--- src/rtl/rv_buf_pkg.sv ---
// Shared sizing helpers for the rv_* ready/valid block family.
// rv_buf_cw gives the occupancy counter width, rv_buf_pw the storage pointer width.
package rv_buf_pkg;

    function automatic int rv_buf_cw(input int depth);
        return $clog2(depth + 1);
    endfunction

    // A single-entry range still needs one pointer bit.
    function automatic int rv_buf_pw(input int depth);
        return (depth > 2) ? $clog2(depth) : 1;
    endfunction

endpackage

--- src/rtl/rv_buf_ptr.sv ---
// Wrapping storage pointer for rv_elastic_buffer; counts 0..DEPTH-1 and wraps
// explicitly, so DEPTH does not have to be a power of two.
module rv_buf_ptr
    import rv_buf_pkg::*;
#(
    parameter  int DEPTH = 2,
    localparam int PW    = rv_buf_pw(DEPTH)
) (
    input  logic          clk,
    input  logic          rst,
    input  logic          inc,
    output logic [PW-1:0] ptr
);

    logic [PW-1:0] ptr_q;
    logic [PW-1:0] ptr_d;

    always_comb begin
        ptr_d = ptr_q;
        if (inc) begin
            ptr_d = (ptr_q == PW'(DEPTH - 1)) ? '0 : ptr_q + PW'(1);
        end
    end

    // NOTE: sequential state uses <= so every flop samples pre-edge values.
    always_ff @(posedge clk) begin
        if (rst) begin
            ptr_q <= '0;
        end else begin
            ptr_q <= ptr_d;
        end
    end

    assign ptr = ptr_q;

endmodule

--- src/rtl/rv_elastic_buffer.sv ---
// DEPTH-entry ready/valid elastic buffer with registered in_ready/out_valid.
// Define RV_ELASTIC_BUF_LEVEL_EN to expose the registered occupancy on the level port.
module rv_elastic_buffer
    import rv_buf_pkg::*;
#(
    parameter  int WIDTH = 8,
    parameter  int DEPTH = 2,
    localparam int CW    = rv_buf_cw(DEPTH),
    localparam int PW    = rv_buf_pw(DEPTH)
) (
    input  logic             clk,
    input  logic             rst,
    input  logic             in_valid,
    output logic             in_ready,
    input  logic [WIDTH-1:0] in_data,
    output logic             out_valid,
    input  logic             out_ready,
    output logic [WIDTH-1:0] out_data
`ifdef RV_ELASTIC_BUF_LEVEL_EN
    ,
    output logic [CW-1:0]    level
`endif
);

    logic [WIDTH-1:0] mem [DEPTH];
    logic [CW-1:0]    count_q;
    logic [CW-1:0]    count_d;
    logic             in_ready_q;
    logic             in_ready_d;
    logic             out_valid_q;
    logic             out_valid_d;
    logic             push;
    logic             pop;
    logic [PW-1:0]    wr_ptr;
    logic [PW-1:0]    rd_ptr;

    // Ready only looks at the registered flag, so a full buffer refuses a push
    // even in the cycle it is being popped.
    assign push = in_valid & in_ready_q;
    assign pop  = out_valid_q & out_ready;

    rv_buf_ptr #(.DEPTH(DEPTH)) u_wr_ptr (
        .clk (clk),
        .rst (rst),
        .inc (push),
        .ptr (wr_ptr)
    );

    rv_buf_ptr #(.DEPTH(DEPTH)) u_rd_ptr (
        .clk (clk),
        .rst (rst),
        .inc (pop),
        .ptr (rd_ptr)
    );

    // NOTE: every always_comb output gets a default first so no latch is inferred.
    always_comb begin
        count_d = count_q;
        case ({push, pop})
            2'b10:   count_d = count_q + CW'(1);
            2'b01:   count_d = count_q - CW'(1);
            default: count_d = count_q;
        endcase
        in_ready_d  = (count_d != CW'(DEPTH));
        out_valid_d = (count_d != '0);
    end

    always_ff @(posedge clk) begin
        if (rst) begin
            count_q     <= '0;
            in_ready_q  <= 1'b1;
            out_valid_q <= 1'b0;
        end else begin
            count_q     <= count_d;
            in_ready_q  <= in_ready_d;
            out_valid_q <= out_valid_d;
        end
    end

    // NOTE: storage is deliberately not reset; out_valid qualifies every read.
    always_ff @(posedge clk) begin
        if (push) begin
            mem[wr_ptr] <= in_data;
        end
    end

    assign in_ready  = in_ready_q;
    assign out_valid = out_valid_q;
    assign out_data  = mem[rd_ptr];

`ifdef RV_ELASTIC_BUF_LEVEL_EN
    assign level = count_q;
`endif

endmodule

--- config.mk ---
export PLATFORM = sky130hd
export DESIGN_NAME = rv_elastic_buffer
export DESIGN_NICKNAME = d
export VERILOG_FILES = /design/src/rtl/rv_buf_pkg.sv /design/src/rtl/rv_buf_ptr.sv /design/src/rtl/rv_elastic_buffer.sv
export SDC_FILE = /design/constraint.sdc
export NUM_CORES = 1
export LEC_CHECK = 0
export CELL_PAD_IN_SITES_DETAIL_PLACEMENT = 1
export CELL_PAD_IN_SITES_GLOBAL_PLACEMENT = 1
export CORE_UTILIZATION = 37
export DETAILED_ROUTE_END_ITERATION = 10
export PLACE_DENSITY = 0.71
export SYNTH_ARGS = -nofsm -noshare
export SYNTH_HDL_FRONTEND = slang
export SYNTH_HIERARCHICAL = 1
export SYNTH_SLANG_ARGS = --single-unit
--- constraint.sdc ---
create_clock -name clk -period 1.9 [get_ports clk]
set_input_delay 0.285 -clock clk [delete_from_list [all_inputs] [get_ports clk]]
set_output_delay 0.285 -clock clk [all_outputs]
set_load 0.01 [all_outputs]
# Word-level counts from Yosys, hierarchy flattened
# Memory sizes are Yosys's and may differ from the RTL's. A register that Yosys moved wholly into a read port is not among the register bits.
# Index checks and enable logic that the tools add are counted.
[totals] reg_bits=6 latch_bits=0 mem_bits_rw=16 mem_bits_ro=0 inputBits=12 output_inout_bits=10 elab_cells=23 n_memories=1
[op_classes] addsub=4 multipliers=0 div_mod_pow=0 order_cmp=0 eq_ne=3 n_shift=0 muxes=7 n_bitwise=2 n_reduce_logical=1
[memory_table] name="mem" depth=2 word_bits=8 read_ports=1 rd_clocked_by_memory_dff=1 wr=1 line_no="rv_elastic_buffer.sv:25" source="logic [WIDTH-1:0] mem [DEPTH];"
[op_table] operator="two-way mux 1 bit" count=6
[op_table] operator="case mux 2 bit (2 select lines)" count=1
[op_table] operator="adder 1 bit, second input constant" count=2
[op_table] operator="adder 2 x 1 -> 2 bit, second input constant" count=1
[op_table] operator="bitwise AND 1 bit" count=2
[op_table] operator="equality test 2 x 1 -> 1 bit, second input constant" count=1
[op_table] operator="equality test 2 bit, second input constant" count=1
[op_table] operator="!= test 2 bit, second input constant" count=1
[op_table] operator="nonzero test 2 bit" count=1
[op_table] operator="subtractor 2 x 1 -> 2 bit, second input constant" count=1

# Depth between registers and ports, before layout
# Gate-level depths: netlist (run 1).
[depth] depth_word=4 depth_mapped=5 mapped_depth_nobuf=5

# Hierarchy
# The synthesis (run 1) kept the hierarchy.
[by_module_without_submodules] mod="rv_elastic_buffer" instances=1 cells_each=49 area_per_inst_um2=778.2 seq_area_each_um2=560.5
[by_module_without_submodules] mod="rv_buf_ptr" instances=2 cells_each=3 area_per_inst_um2=32.5 seq_area_each_um2=20.0

# Worst setup path before layout (run 1)
# No wires, ideal clock.
[synth_timing] path_kind="flip-flop to flip-flop" startpoint="reg out_valid_q, in the netlist out_valid" endpoint="reg count_q[1]" setup_ns=0.070 t_arrival_ns=1.337 required_time_ns=1.830 slack_ns=0.494 stages_incl_launch_ff=5 n_path_buf=0 period_less_slack_ns=1.406 cell_sequence="dfxtp_1 -> and2_1 -> ha_1 -> or3_1 -> a21oi_1"
[synth_between] elab_chain_len=3 word_cells_on_any_way=4 classes_between="eq/ne (2); mux (1); bitwise (1)"
[synth_lines] item="from (decl)" line_no="rv_elastic_buffer.sv:30" source="logic out_valid_q;"
[synth_lines] item="from (signal assigned)" line_no="rv_elastic_buffer.sv:76" source="out_valid_q <= out_valid_d;"
[synth_lines] item="bitwise AND 1 bit (*)" line_no="rv_elastic_buffer.sv:40" source="assign pop = out_valid_q & out_ready;"
[synth_lines] item="via pop" line_no="rv_elastic_buffer.sv:33" source="logic pop;"
[synth_lines] item="equality test 2 x 1 -> 1 bit / equality test 2 bit (equally long branches)" line_no="rv_elastic_buffer.sv:59" source="case ({push, pop})"
[synth_lines] item="case mux 2 bit (2 select lines) (*)" line_no="rv_elastic_buffer.sv:59"
[synth_lines] item="to (signal assigned)" line_no="rv_elastic_buffer.sv:74" source="count_q <= count_d;"
[synth_lines] item="to (decl)" line_no="rv_elastic_buffer.sv:26" source="logic [CW-1:0] count_q;"
# The timed path passes the listed nets; every way through them passes the cells marked *.
# A chain may end at the register's enable or synchronous reset.

==> results of run 1 <==
[critical path, cell delays in order, from the launching register on]
cell	delay (ns)
dfxtp_4	0.43
mux2_2	0.35
clkdlybuf4s50_1	0.47
[per-layer routing]
metal,track usage,share of wire,up-vias,routed length [um]
met2,0.218,0.50,14,702
met4,0.0857,0.0093,0,13
li1,-,-,247,-
met1,0.164,0.45,237,634
met3,0.0278,0.038,2,54
met5,0,0,-,0
[cell type report]
cell class,count,area share
flip-flops and latches,22,0.534
multi-input cells,30,0.205
repair buffers,22,0.201
well taps,27,0.0299
clock buffers,4,0.0232
inverters,2,0.00664
[power by group through the flow]
| stage | combinational, mW | clock, mW | sequential [mW] |
|---|---|---|---|
| floorplan | 0.178 | 0 | 0.636 |
| global placement | 0.309 | 0 | 0.648 |
| detailed placement | 0.314 | 0 | 0.650 |
| CTS | 0.316 | 0.216 | 0.643 |
| global route | 0.335 | 0.234 | 0.652 |
| finish | 0.306 | 0.205 | 0.641 |
[state kept, by name, indices dropped and copies added, names as in the netlist]
| register | flops |
|---|---|
| count_q | 2 |
| in_ready | 1 |
| mem | 16 |
| out_valid | 1 |
| u_rd_ptr/ptr | 1 |
| u_wr_ptr/ptr | 1 |
[cell usage after synthesis, drive strengths merged]
cell / count / area [um2]
o22ai: 1 / 6.26
edfxtp: 16 / 480
or3: 1 / 6.26
o21ai: 1 / 5.00
xor2: 2 / 17.5
nand2: 2 / 7.51
a21oi: 1 / 5.00
nand2b: 1 / 6.26
clkbuf: 1 / 3.75
nor2: 4 / 15.0
nor3: 1 / 5.00
and3: 1 / 6.26
xnor2: 3 / 26.3
and2: 1 / 6.26
dfxtp: 6 / 120
ha: 1 / 12.5
inv: 2 / 7.51
or2b: 1 / 7.51
mux2: 8 / 90.1
a311oi: 1 / 8.76
[metrics by stage]
| stage | util | instance area (um2) | setup slack (ns) | power [mW] |
|---|---|---|---|---|
| finish | 0.554 | 1130 | 0.0703 | 1.15 |
| CTS | 0.549 | 1120 | 0.0395 | 1.17 |
| global route | 0.554 | 1130 | 0.00122 | 1.22 |
| global placement | 0.534 | 1090 | 0.114 | 0.957 |
| floorplan | - | 843 | 0.494 | 0.814 |
| detailed placement | 0.534 | 1090 | 0.0585 | 0.964 |
[cell families (layout without fill, tap and decap cells)]
| kind of cell | Yosys count | in the layout | synth area share |
|---|---|---|---|
| buf+inv | 3 | 28 | 0.0134 |
| compound gates | 4 | 4 | 0.0297 |
| mux | 8 | 8 | 0.107 |
| simple gates | 12 | 12 | 0.0712 |
| flops | 22 | 22 | 0.712 |
| fa+ha+maj | 1 | 1 | 0.0148 |
| xor+xnor | 5 | 5 | 0.0519 |
[timing repair]
action	in CTS	in global routing
hold buffers	0	0
resized for setup	2	4
gates cloned	0	0
setup endpoints to repair	8	4
[worst min path at each step]
stage	end	slack, ns	cells after the start
floorplan	count_q[1]	0.35	1
finish	count_q[1]	0.56	2
detailed placement	count_q[1]	0.54	2
global placement	count_q[1]	0.53	2
CTS	mem[0][3]	0.55	1
global route	mem[0][7]	0.55	1
==> results.sh, run 1 <==
export IMPL_rrSetupSlack_ns=0.44
export IMPL_final_cell_mix="clkdlybuf4s50_1, edfxtp_1, mux2_2"
export IMPL_grt_max_degree=13
export IMPL_die_w_um=49.7
export IMPL_finalCritPeriodShare=0.963
export IMPL_numCtsBuffers=3
export IMPL_netSwitchingFraction=0.260
export IMPL_place_inst=103
export IMPL_clkPwrFrac=0.178
export IMPL_first_pass_iters=2
export IMPL_grt_pass1_vias=522
export IMPL_post_cts_buffers=0
export IMPL_clkSlewWorstSetupHoldPaths_ns=0.10
export IMPL_slew_viol_final=0
export IMPL_hold_viol_final=0
export IMPL_hold_class="reg2reg"
export IMPL_finalSetupViolations=0
export IMPL_p_int_mw=0.853
export IMPL_yosysWarnings=6
export IMPL_fmax_mhz=547
export IMPL_h_tree_depth=1
export IMPL_cts_buffer_depth=2
export IMPL_vias_per_cell=4.67
export IMPL_cap_violations=0
export IMPL_syn_inst=55
export IMPL_syn_area_um2=843
export IMPL_fillCellCount=215
export IMPL_final_nets=94
export IMPL_drc_errors=0
export IMPL_final_common_cell="clkdlybuf4s50_1"
export IMPL_synth_area_per_cell_um2=15.3
export IMPL_die_area_mm2=0.00247
export IMPL_multi_input_area_um2=231
export IMPL_startpoint="u_rd_ptr/ptr"
export IMPL_clk_latency_ns=0.30
export IMPL_grt_pass1_wl_um=2390
export IMPL_ios=22
export IMPL_skew_ns=0.0105
export IMPL_ff2ff_path_depth=4
export IMPL_cp_end_kind="output port"
export IMPL_cts_tree="built"
export IMPL_switching_power_mw=0.299
export IMPL_hpwl_um=1040
export IMPL_slew_headroom=0.729
export IMPL_coreArea_mm2=0.00204
export IMPL_numClockSinks=22
export IMPL_gr_total_overflow=0
export IMPL_start_util=0.413
export IMPL_hp_start="count_q[1]"
export IMPL_min_period_ns=1.83
export IMPL_worst_hold_slack_ns=0.561
export IMPL_area_growth_syn_to_layout_pct=34.1
export IMPL_n_antenna_cell=0
export IMPL_gp_congestion=0.791
export IMPL_crit_path_max_fanout=9
export IMPL_leakagePower_nw=0.437
export IMPL_critPathKind="reg2out"
export IMPL_grt_util_all_layers=0.136
export IMPL_ant_nets=0
export IMPL_numPortBuffers=21
export IMPL_drive_above_1_share=0.163
export IMPL_cp_required_ns=1.62
export IMPL_critPathCapture="out_data[6]"
export IMPL_routed_wl_um=1400
export IMPL_synth_net_count=68
export IMPL_antenna_found_initial=0
export IMPL_die_h_um=49.7
export IMPL_synth_seq_cells=22
export IMPL_r2r_end="count_q[1]"
export IMPL_setup_tns_final_ns=0
export IMPL_worst_slew_pin_slew_ns=0.407
export IMPL_regArea_um2=604
export IMPL_rsz0062_at_grt="false"
export IMPL_drt_initial_drc_count=4
export IMPL_p_seq_frac=0.556
export IMPL_crit_arrival_ns=1.54
export IMPL_power_density_mw_per_mm2=1020
export IMPL_comb_power_share=0.265
export IMPL_ys_seq_area_frac=0.712
export IMPL_via_count=500
export IMPL_status="finished clean"
export IMPL_start_kind="register"
export IMPL_synth_cell_type_count=20
export IMPL_cts_root_buf="clkbuf_4"
export IMPL_routedWlPerCell_um=13.1
export IMPL_fp_row_count=16
export IMPL_ir_drop_mv=0.513
export IMPL_reg2reg_from="out_valid"
export IMPL_fin_cells=107
Note: power is estimated with default switching activity, not from simulation.
==> run 2: changes to the inputs <==
- PLACE_DENSITY: 0.71 -> default
- PLACE_DENSITY_LB_ADDON: default -> 0.08
==> run 2 against run 1 <==
  * Setup slack lost 0.0099 ns
  * Maximum frequency shrank 0.54%
  * Critical path type unchanged
  * Routed wire length shrank 3.8%
  * Flip-flop and latch count is the same
  * Global-route usage shrank 1.2 points
  * Sequential power is essentially flat
  * Non-clock buffer count is the same
==> results.sh, run 2 (synthesis results as in run 1) <==
export IMPL_status="finished clean"
export IMPL_min_period_ns=1.84
export IMPL_leakagePower_nw=0.410
export IMPL_p_seq_frac=0.552
export IMPL_reg2reg_from="out_valid"
export IMPL_total_power_mw=1.16
export IMPL_finalCritPeriodShare=0.968
export IMPL_slew_viol_final=0
export IMPL_area_growth_syn_to_layout_pct=33.2
export IMPL_clkPwrFrac=0.182
export IMPL_regMostFlops="mem"
export IMPL_rsz0062_at_grt="false"
export IMPL_gp_congestion=0.768
export IMPL_cap_violations=0
export IMPL_start_kind="register"
export IMPL_worst_hold_slack_ns=0.554
export IMPL_h_tree_depth=1
export IMPL_hold_class="reg2reg"
export IMPL_reg_top3="mem (16), count_q (2)"
export IMPL_final_cell_mix="clkdlybuf4s50_1, edfxtp_1, mux2_2"
export IMPL_fp_row_count=16
export IMPL_vias_per_cell=4.75
export IMPL_startpoint="u_rd_ptr/ptr"
export IMPL_drt_initial_drc_count=6
export IMPL_rrSetupSlack_ns=0.43
export IMPL_die_h_um=49.7
export IMPL_routedWlPerCell_um=12.6
export IMPL_die_w_um=49.7
export IMPL_cts_root_buf="clkbuf_4"
export IMPL_worst_slew_pin_slew_ns=0.423
export IMPL_ant_nets=0
export IMPL_critPathCapture="out_data[7]"
export IMPL_post_cts_buffers=0
export IMPL_ff2ff_path_depth=4
export IMPL_slowest_stage="clkdlybuf4s50_1"
export IMPL_grt_pass1_wl_um=2300
export IMPL_r2r_end="count_q[1]"
export IMPL_comb_power_share=0.266
export IMPL_numCtsBuffers=3
export IMPL_fmax_mhz=544
export IMPL_netSwitchingFraction=0.261
export IMPL_cts_buffer_depth=2
export IMPL_ir_drop_mv=0.553
export IMPL_grt_pass1_vias=529
export IMPL_clk_latency_ns=0.29
export IMPL_grt_util_all_layers=0.124
export IMPL_grtUsageMet2=0.227
export IMPL_skew_ns=0.00339
export IMPL_numClockSinks=22
export IMPL_power_density_mw_per_mm2=1030
export IMPL_switching_power_mw=0.303
export IMPL_ios=22
export IMPL_drc_errors=0
export IMPL_via_count=508
export IMPL_place_ws_ns=0.0757
export IMPL_cts_tree="built"
export IMPL_clkSlewWorstSetupHoldPaths_ns=0.11
export IMPL_n_antenna_cell=0
export IMPL_fin_ws_ns=0.0604
export IMPL_ctsHoldBuffers=0
export IMPL_cp_required_ns=1.62
export IMPL_hold_viol_final=0
export IMPL_final_common_cell="clkdlybuf4s50_1"
export IMPL_routed_wl_um=1350
export IMPL_drive_above_1_share=0.163
export IMPL_coreArea_mm2=0.00204
export IMPL_slew_headroom=0.718
export IMPL_final_nets=94
export IMPL_die_area_mm2=0.00247
export IMPL_finalSetupViolations=0
export IMPL_p_int_mw=0.857
export IMPL_path_cells="mux2_2, clkdlybuf4s50_1"
export IMPL_use_met1=0.144
export IMPL_ctsResizeCount=2
export IMPL_largest_reg_flops=16
export IMPL_first_pass_iters=4
export IMPL_antenna_found_initial=0
export IMPL_crit_arrival_ns=1.55
export IMPL_crit_path_max_fanout=9
export IMPL_critPathKind="reg2out"
export IMPL_cp_end_kind="output port"
export IMPL_start_util=0.413
export IMPL_numPortBuffers=21
export IMPL_max_stage_delay_ns=0.48
export IMPL_grt_max_degree=13
export IMPL_setup_tns_final_ns=0
export IMPL_busiest_layer="met2"
export IMPL_gr_total_overflow=0
export IMPL_met3_usage=0.0278
export IMPL_hpwl_um=998
## run 2: changes by cell type in the layout (fill, tap and decap cells not counted)
cell and delta:
clkdlybuf4s50_1 +3, dlymetal6s2s_1 -3
## run 2: final cells by class
cell class	instances	area, um2
Multi-Input combinational cell	30	231
Sequential cell	22	604
Clock buffer	4	26.3
Timing Repair Buffer	22	220
Inverter	2	7.51
Tap cell	27	33.8
Fill cell	223	918
## run 2: worst min path at each step
stage               startpoint  slack [ns]  depth (start not counted)         end
finish              count_q[1]        0.55                          2  count_q[1]
global route        in_data[3]        0.56                          1   mem[0][3]
CTS                 count_q[1]        0.56                          2  count_q[1]
detailed placement  count_q[1]        0.54                          2  count_q[1]
global placement    count_q[1]        0.52                          2  count_q[1]
floorplan                  rst        0.35                          1  count_q[1]
## run 2: worst max-delay path: cells and delay by family (launching register included)
kind	cells	cell delay [ns]
buf+inv	1	0.48
mux	1	0.34
flops	1	0.44
## run 2: through the flow
| step | util | instances | area [um2] |
|---|---|---|---|
| 3_3_place_gp | 0.534 | 103 | 1090 |
| 4_1_cts | 0.549 | 107 | 1120 |
| 5_1_grt | 0.550 | 107 | 1120 |
| 6_report | 0.550 | 107 | 1120 |
| 3_5_place_dp | 0.534 | 103 | 1090 |
| 2_1_floorplan | - | 55 | 843 |
## run 2: power groups by stage
stage	clock network [mW]	logic [mW]	registers (mW)
2_1_floorplan	0	0.178	0.636
3_3_place_gp	0	0.309	0.647
3_5_place_dp	0	0.313	0.651
4_1_cts	0.218	0.315	0.642
5_1_grt	0.231	0.342	0.652
6_report	0.211	0.309	0.640
## run 2: routing by layer
metal	routed length (um)	vias up
met1	587	245
met2	711	15
met4	0	0
met3	52	0
met5	0	-
li1	-	248
